## config.mk

```make
export PLATFORM = sky130hd
export DESIGN_NAME = velocity_motion_update_dispatcher_flat
export DESIGN_NICKNAME = d
export VERILOG_FILES = /design/src/rtl/velocity_motion_update_dispatcher_pkg.sv /design/src/rtl/velocity_motion_update_dispatcher_if.sv /design/src/rtl/velocity_motion_update_dispatcher_cell_coord_iterator.sv /design/src/rtl/velocity_motion_update_dispatcher.sv /design/src/flat_wrapper.sv
export SDC_FILE = /design/constraint.sdc
export NUM_CORES = 1
export LEC_CHECK = 0
export ABC_AREA = 1
export BUFFER_PORTS_ARGS = -buffer_cell sky130_fd_sc_hd__buf_2
export CORE_MARGIN = 5
export CORE_UTILIZATION = 33
export CTS_CLUSTER_DIAMETER = 40
export CTS_CLUSTER_SIZE = 28
export DETAILED_ROUTE_END_ITERATION = 6
export GPL_ROUTABILITY_DRIVEN = 0
export PLACE_DENSITY = 0.63
export SLEW_MARGIN = 20
export SYNTH_ARGS = -nofsm -noshare
export SYNTH_HDL_FRONTEND = slang
export SYNTH_SLANG_ARGS = --single-unit
```

## constraint.sdc

```tcl
create_clock -name clk -period 11.7 [get_ports clk]
set_input_delay 1.755 -clock clk [delete_from_list [all_inputs] [get_ports clk]]
set_output_delay 1.755 -clock clk [all_outputs]
set_load 0.01 [all_outputs]
```

## src/rtl/velocity_motion_update_dispatcher_pkg.sv

```systemverilog
// rtl/velocity_motion_update_dispatcher_pkg.sv - shared state encodings, bundle widths and cell coordinate type
package velocity_motion_update_dispatcher_pkg;
    localparam int DATA_W       = 32;
    localparam int ADDR_W       = 8;
    localparam int CELL_ID_W    = 4;
    localparam int BCAST_DATA_W = 3 * DATA_W;
    localparam int BCAST_CELL_W = 3 * CELL_ID_W;

    localparam logic [2:0] ST_IDLE      = 3'd0;
    localparam logic [2:0] ST_RD_CNT    = 3'd1;
    localparam logic [2:0] ST_WAIT_CNT  = 3'd2;
    localparam logic [2:0] ST_RD_PART   = 3'd3;
    localparam logic [2:0] ST_DRAIN     = 3'd4;
    localparam logic [2:0] ST_NEXT_CELL = 3'd5;
    localparam logic [2:0] ST_FINISH    = 3'd6;
    localparam logic [2:0] ST_DONE      = 3'd7;

    typedef struct packed {
        logic [CELL_ID_W-1:0] x;
        logic [CELL_ID_W-1:0] y;
        logic [CELL_ID_W-1:0] z;
    } cell_coord_t;
endpackage

```

## src/rtl/velocity_motion_update_dispatcher_if.sv

```systemverilog
// rtl/velocity_motion_update_dispatcher_if.sv - cell read port and broadcast bus bundle
interface velocity_motion_update_dispatcher_if
    import velocity_motion_update_dispatcher_pkg::*;
#(
    parameter int DATA_WIDTH    = DATA_W,
    parameter int ADDR_WIDTH    = ADDR_W,
    parameter int CELL_ID_WIDTH = CELL_ID_W
);
    logic [3*CELL_ID_WIDTH-1:0] out_read_cell;
    logic [ADDR_WIDTH-1:0]      out_read_address;
    logic                       out_rden;
    logic [3*DATA_WIDTH-1:0]    in_particle_info;
    logic [3*CELL_ID_WIDTH-1:0] in_particle_dst_cell;
    logic                       out_motion_update_enable;
    logic [3*DATA_WIDTH-1:0]    out_data;
    logic [3*CELL_ID_WIDTH-1:0] out_data_dst_cell;
    logic                       out_data_valid;

    modport master (
        output out_read_cell, out_read_address, out_rden,
        output out_motion_update_enable, out_data, out_data_dst_cell, out_data_valid,
        input  in_particle_info, in_particle_dst_cell
    );

    modport slave (
        input  out_read_cell, out_read_address, out_rden,
        input  out_motion_update_enable, out_data, out_data_dst_cell, out_data_valid,
        output in_particle_info, in_particle_dst_cell
    );
endinterface

```

## src/rtl/velocity_motion_update_dispatcher_cell_coord_iterator.sv

```systemverilog
// rtl/velocity_motion_update_dispatcher_cell_coord_iterator.sv - 1-based 3-D cell walker, z fastest
module cell_coord_iterator
    import velocity_motion_update_dispatcher_pkg::*;
#(
    parameter int X_DIM = 4,
    parameter int Y_DIM = 4,
    parameter int Z_DIM = 4
) (
    input  logic        clk,
    input  logic        rst,
    input  logic        load,
    input  logic        step,
    output cell_coord_t coord,
    output logic        last
);
    localparam logic [CELL_ID_W-1:0] ONE = CELL_ID_W'(1);
    localparam logic [CELL_ID_W-1:0] XM  = CELL_ID_W'(X_DIM);
    localparam logic [CELL_ID_W-1:0] YM  = CELL_ID_W'(Y_DIM);
    localparam logic [CELL_ID_W-1:0] ZM  = CELL_ID_W'(Z_DIM);

    assign last = (coord.x == XM) && (coord.y == YM) && (coord.z == ZM);

    always_ff @(posedge clk or posedge rst) begin
        if (rst) begin
            coord <= '0;
        end else if (load) begin
            coord.x <= ONE;
            coord.y <= ONE;
            coord.z <= ONE;
        end else if (step) begin
            if (coord.z == ZM) begin
                coord.z <= ONE;
                if (coord.y == YM) begin
                    coord.y <= ONE;
                    coord.x <= coord.x + ONE;
                end else begin
                    coord.y <= coord.y + ONE;
                end
            end else begin
                coord.z <= coord.z + ONE;
            end
        end
    end
endmodule

```

## src/rtl/velocity_motion_update_dispatcher.sv

```systemverilog
// rtl/velocity_motion_update_dispatcher.sv - walks all cells and re-broadcasts their particles
// DISPATCH_STATS_EN adds out_total_particles / out_empty_cells pass statistics.
module velocity_motion_update_dispatcher
    import velocity_motion_update_dispatcher_pkg::*;
#(
    parameter int DATA_WIDTH    = DATA_W,
    parameter int ADDR_WIDTH    = ADDR_W,
    parameter int CELL_ID_WIDTH = CELL_ID_W,
    parameter int X_DIM         = 4,
    parameter int Y_DIM         = 4,
    parameter int Z_DIM         = 4
) (
    input  logic clk,
    input  logic rst,
    input  logic in_start,
    velocity_motion_update_dispatcher_if.master bus,
    output logic out_busy,
    output logic out_done
`ifdef DISPATCH_STATS_EN
    ,
    output logic [15:0] out_total_particles,
    output logic [7:0]  out_empty_cells
`endif
);
    logic [2:0]                 state;
    logic                       tmr;
    logic [ADDR_WIDTH-1:0]      count;
    logic [ADDR_WIDTH-1:0]      part_addr;
    logic [1:0]                 vld_sr;
    logic [3*DATA_WIDTH-1:0]    info;
    logic [3*CELL_ID_WIDTH-1:0] coord_bits;
    logic                       count_zero;
    cell_coord_t                coord;
    logic                       coord_last;
    logic                       coord_load;
    logic                       coord_step;

    assign info       = bus.in_particle_info;
    assign coord_bits = coord;
    assign count_zero = (info[ADDR_WIDTH-1:0] == '0);
    assign coord_load = (state == ST_IDLE) && in_start;
    assign coord_step = (state == ST_NEXT_CELL) && !coord_last;

    cell_coord_iterator #(.X_DIM(X_DIM), .Y_DIM(Y_DIM), .Z_DIM(Z_DIM)) u_iter (
        .clk   (clk),
        .rst   (rst),
        .load  (coord_load),
        .step  (coord_step),
        .coord (coord),
        .last  (coord_last)
    );

    // tmr times the fixed two-cycle WAIT_CNT, DRAIN and FINISH holds.
    always_ff @(posedge clk or posedge rst) begin
        if (rst) begin
            state     <= ST_IDLE;
            tmr       <= 1'b0;
            count     <= '0;
            part_addr <= '0;
        end else begin
            case (state)
                ST_IDLE:      if (in_start) state <= ST_RD_CNT;
                ST_RD_CNT: begin
                    tmr   <= 1'b0;
                    state <= ST_WAIT_CNT;
                end
                ST_WAIT_CNT: begin
                    if (tmr) begin
                        tmr       <= 1'b0;
                        count     <= info[ADDR_WIDTH-1:0];
                        part_addr <= ADDR_WIDTH'(1);
                        state     <= count_zero ? ST_DRAIN : ST_RD_PART;
                    end else begin
                        tmr <= 1'b1;
                    end
                end
                ST_RD_PART: begin
                    if (part_addr == count) begin
                        tmr   <= 1'b0;
                        state <= ST_DRAIN;
                    end else begin
                        part_addr <= part_addr + ADDR_WIDTH'(1);
                    end
                end
                ST_DRAIN: begin
                    if (tmr) begin
                        tmr   <= 1'b0;
                        state <= ST_NEXT_CELL;
                    end else begin
                        tmr <= 1'b1;
                    end
                end
                ST_NEXT_CELL: begin
                    tmr   <= 1'b0;
                    state <= coord_last ? ST_FINISH : ST_RD_CNT;
                end
                ST_FINISH: begin
                    if (tmr) begin
                        tmr   <= 1'b0;
                        state <= ST_DONE;
                    end else begin
                        tmr <= 1'b1;
                    end
                end
                ST_DONE:      state <= ST_IDLE;
                default:      state <= ST_IDLE;
            endcase
        end
    end

    // The shift register tracks particle reads so count readouts never reach the bus.
    always_ff @(posedge clk or posedge rst) begin
        if (rst) begin
            vld_sr                <= '0;
            bus.out_data_valid    <= 1'b0;
            bus.out_data          <= '0;
            bus.out_data_dst_cell <= '0;
        end else begin
            vld_sr                <= {vld_sr[0], state == ST_RD_PART};
            bus.out_data_valid    <= vld_sr[1];
            bus.out_data          <= vld_sr[1] ? info : '0;
            bus.out_data_dst_cell <= vld_sr[1] ? bus.in_particle_dst_cell : '0;
        end
    end

    assign bus.out_rden         = (state == ST_RD_CNT) || (state == ST_RD_PART);
    assign bus.out_read_address = (state == ST_RD_PART) ? part_addr : '0;
    assign bus.out_read_cell    = (state == ST_IDLE) ? '0 : coord_bits;
    assign bus.out_motion_update_enable =
        state inside {ST_RD_CNT, ST_WAIT_CNT, ST_RD_PART, ST_DRAIN, ST_NEXT_CELL};
    assign out_busy = (state != ST_IDLE);
    assign out_done = (state == ST_DONE);

`ifdef DISPATCH_STATS_EN
    always_ff @(posedge clk or posedge rst) begin
        if (rst) begin
            out_total_particles <= '0;
            out_empty_cells     <= '0;
        end else if (coord_load) begin
            out_total_particles <= '0;
            out_empty_cells     <= '0;
        end else begin
            if (bus.out_data_valid)
                out_total_particles <= out_total_particles + 16'd1;
            if ((state == ST_WAIT_CNT) && tmr && count_zero)
                out_empty_cells <= out_empty_cells + 8'd1;
        end
    end
`endif
endmodule

```

## src/flat_wrapper.sv

```systemverilog
// flat-port wrapper written by rule: the top's interface ports become plain ports
module velocity_motion_update_dispatcher_flat import velocity_motion_update_dispatcher_pkg::*;
#(
    parameter int DATA_WIDTH    = DATA_W,
    parameter int ADDR_WIDTH    = ADDR_W,
    parameter int CELL_ID_WIDTH = CELL_ID_W,
    parameter int X_DIM         = 4,
    parameter int Y_DIM         = 4,
    parameter int Z_DIM         = 4
)
  (clk, rst, in_start, out_busy, out_done, bus_out_read_cell, bus_out_read_address, bus_out_rden, bus_out_motion_update_enable, bus_out_data, bus_out_data_dst_cell, bus_out_data_valid, bus_in_particle_info, bus_in_particle_dst_cell);
  velocity_motion_update_dispatcher_if #(.DATA_WIDTH(DATA_WIDTH), .ADDR_WIDTH(ADDR_WIDTH), .CELL_ID_WIDTH(CELL_ID_WIDTH)) bus_i ();
  input  logic clk;
  input  logic rst;
  input  logic in_start;
  output logic out_busy;
  output logic out_done;
  output wire logic [$bits(bus_i.out_read_cell)-1:0] bus_out_read_cell;
  output wire logic [$bits(bus_i.out_read_address)-1:0] bus_out_read_address;
  output wire logic [$bits(bus_i.out_rden)-1:0] bus_out_rden;
  output wire logic [$bits(bus_i.out_motion_update_enable)-1:0] bus_out_motion_update_enable;
  output wire logic [$bits(bus_i.out_data)-1:0] bus_out_data;
  output wire logic [$bits(bus_i.out_data_dst_cell)-1:0] bus_out_data_dst_cell;
  output wire logic [$bits(bus_i.out_data_valid)-1:0] bus_out_data_valid;
  input wire logic [$bits(bus_i.in_particle_info)-1:0] bus_in_particle_info;
  input wire logic [$bits(bus_i.in_particle_dst_cell)-1:0] bus_in_particle_dst_cell;
  assign bus_out_read_cell = bus_i.out_read_cell;
  assign bus_out_read_address = bus_i.out_read_address;
  assign bus_out_rden = bus_i.out_rden;
  assign bus_out_motion_update_enable = bus_i.out_motion_update_enable;
  assign bus_out_data = bus_i.out_data;
  assign bus_out_data_dst_cell = bus_i.out_data_dst_cell;
  assign bus_out_data_valid = bus_i.out_data_valid;
  assign bus_i.in_particle_info = bus_in_particle_info;
  assign bus_i.in_particle_dst_cell = bus_in_particle_dst_cell;
  velocity_motion_update_dispatcher #(.DATA_WIDTH(DATA_WIDTH), .ADDR_WIDTH(ADDR_WIDTH), .CELL_ID_WIDTH(CELL_ID_WIDTH), .X_DIM(X_DIM), .Y_DIM(Y_DIM), .Z_DIM(Z_DIM)) u_core (.clk(clk), .rst(rst), .in_start(in_start), .bus(bus_i), .out_busy(out_busy), .out_done(out_done));
endmodule
```

==> flow_summary_export.csv <==
group,metric,value,unit
yosys,synthTopCellsByCount,"178 x nand2_1, 144 x inv_1, 143 x dfrtp_1",
routing,drt_iter0_drc,220,
clocking,cts_tree,"yes",
global_route,grt_pass1_wl,23300,microns
placed_design,place_area,7130,sq um
clocking,clkLatencyLatePin,410,ps
global_route,antenna_found_initial,0,
routing,drc,0,
yosys,synth_fp_nets,736,
clocking,path_clk_slew,60,ps
cells_and_area,drive_above_1_share,33.9,%
global_route,grt_usage,14.9,%
cells_and_area,fin_util,45.3,%
flow_run,cap_violations,0,
yosys,synth_top_cell_area_share,62.9,%
setup_path,worstPathRequired,9950,ps
pwr,power_leakage,5.14,nW
global_route,grt_max_degree,110,
placed_design,io_buffers,243,
cells_and_area,fin_area,7760,sq um
die,core.rowCount,48,
cells_and_area,syn_to_final_growth,36.4,%
cells_and_area,fillCellCount,1658,
die,initial_core_util,33.2,%
routing,firstDrtPassIters,6,
cells_and_area,layout.nets,984,
yosys,synth.cell_area,5690,sq um
setup_path,ff2ff_setup_slack,9780,ps
yosys,synthTopCellsByArea,"dfrtp_1 63%, nand2_1 12%, inv_1 9.5%",
routing,ant_nets,0,
yosys,ys_seq_elements,143,
sta,rsz0062_at_grt,"false",
sta,finalHoldViolCount,0,
die,placeableCoreArea,17100,sq um
sta,tns,0,ps
routing,wl,14400,microns
cells_and_area,stdcell_count,1103,
min_path,worst_hold_path_type,"flop to flop",
cells_and_area,multi_input_area,1480,sq um
sta,finalMaxSlewViolations,0,
cells_and_area,seqCellArea,3580,sq um
setup_path,crit_buf_inv,2,
yosys,ys_warn_count,0,
setup_path,cp-end-kind,"primary output",
pwr,peakVddDrop,125,uV
sta,layout_worst_path_cycle_share,30.4,%
setup_path,cp_max_fo,15,
clocking,cts_resized,0,
yosys,synth_enable_flop_cells,0,
setup_path,crit_family,"simple AND/OR/NAND/NOR gates",
die,io_pins,244,
outcome,status,"finished, final reports clean",
sta,skew,6.86,ps
setup_path,critPathSlowestCell,"nor3_4",
global_route,gr-total-overflow,0,
yosys,ys_seq_area_share,62.9,%
sta,timing.final.crit_period,3560,ps
die,dieHeight,141,microns
clocking,cts_made_buffers,17,
clocking,cts_buffer_depth,2,
setup_path,max_stage_delay,510,ps
clocking,clock-sinks,143,
yosys,ys.flop_type,"dfrtp_1",
die,die_area,20000,sq um
setup_path,crit_type,"flop to primary output",
cells_and_area,diodes,0,
yosys,ys_async_sr_fraction,100,%
routing,routedWlPerCell,13.1,microns
yosys,syn_avg_cell_area,9.21,sq um
pwr,p_per_area,212,nW/um^2
sta,worst_slew_pin_slew,734,ps
routing,routed_via_density,4.11,
setup_path,r2r_cells,7,
clocking,cts_setup_buffers,0,
yosys,synthCells,618,
clocking,cts_root_buffer,"clkbuf_16",
clocking,htreeDepth,4,
placed_design,place_hpwl,10700,microns
placed_design,placedCellCount,1071,
sta,fin_ws,8140,ps
setup_path,worstSetupPathDepth,3,
sta,relSlewSlack,51.1,%
placed_design,pre_cts_slack,8180,ps
min_path,holdPathStages,0,
global_route,grt_pass1_vias,4549,
die,die_x,141,microns
routing,num_vias,4538,
clocking,postCtsHoldBufs,0,
setup_path,worstSetupStartpointType,"flop",
sta,setup_viol,0,
yosys,synth.most_common_cell,"nand2_1",
setup_path,crit_chain,"nor3_4 > inv_1 > buf_2",
yosys,synth_area_leader_cell,"dfrtp_1",
sta,max_freq,281,MHz
yosys,synth_cell_types,32,
setup_path,crit_arrival,1800,ps
==> layer usage <==
metal / GRT usage [%] / vias up / part of all wire, %
li1: - / 2289 / -
met1: 18.3 / 2057 / 41
met2: 24.1 / 168 / 47
met3: 4.42 / 24 / 8.7
met4: 7.04 / 0 / 2.7
met5: 0 / - / 0
==> power breakdown <==
group	leakage, nW	total (mW)	switching [mW]	internal, mW
clock	0.282	0.550	0.208	0.341
combinational	2.92	0.444	0.282	0.163
sequential	1.94	0.653	0.0627	0.590
total	5.14	1.65	0.553	1.09
==> logic make-up after synthesis <==
kind of cell / count (synthesis) / share of synthesized area (%)
adder cells (fa/ha/maj): 7 / 1.54
AO/OA/AOI/OAI: 31 / 2.84
buffers and inverters: 163 / 11.1
multiplexers: 3 / 0.594
AND/OR/NAND/NOR: 263 / 19.8
flip-flops: 143 / 62.9
XOR/XNOR: 8 / 1.23
==> cells in the final DEF (no fill, tap or decap), types with 2 or more instances in the layout <==
master	count
a21oi_1	10
buf_2	243
bufinv_16	3
clkbuf_16	17
clkinv_4	2
clkinvlp_4	4
dfrtp_1	142
ha_1	7
inv_1	143
inv_2	2
inv_6	3
mux2_2	3
nand2_1	178
nand2_2	3
nand2_4	2
nand3_1	17
nand3b_1	2
nand4_1	7
nor2_1	42
nor2_4	2
nor3_1	3
nor3_2	2
o21ai_0	18
xnor2_1	3
xor2_1	5
==> area by class of cell <==
class | count | area share, %
repair buffers | 245 | 16.2
flip-flops and latches | 143 | 46.2
clock inverters | 12 | 2.06
clock buffers | 19 | 5.71
inverters | 147 | 7.21
well taps | 225 | 3.63
multi-input cells | 312 | 19.1
==> sequential cells by signal, indices dropped and copies added, names as in the netlist <==
register and cells:
u_core.bus.out_data_valid 1, u_core.tmr 1, u_core.state 3, u_core.part_addr 8, u_core.vld_sr 2, u_core.count 8
u_core.u_iter.coord 12, u_core.bus.out_data 96, u_core.bus.out_data_dst_cell 12
==> per-stage QoR <==
stage	total power, mW	hold slack, ps
detailed placement	1.11	336
floorplan	0.946	331
CTS	1.67	350
global route	1.77	356
global placement	1.10	332
finish	1.65	348
==> worst paths after layout <==
path,startpoint,endpoint
worst min register to register,u_core.vld_sr[0],u_core.vld_sr[1]
min in group asynchronous,rst,u_core.bus.out_data_dst_cell[8]
worst max-delay path,u_core.state[0],out_busy
max in group asynchronous,rst,u_core.vld_sr[1]
worst min-delay path,u_core.vld_sr[0],u_core.vld_sr[1]
worst max register to register,u_core.state[0],u_core.u_iter.coord[11]
==> worst reg2reg max path: stages, from the launching register on <==
cell     delay (ps)
dfrtp_1         470
nor3_4          510
nand2_2         310
nand2_4         200
nand2_4         110
nor2_8          120
nand3_1          70
nand2_1          70
Note: power is estimated with default switching activity, not from simulation.
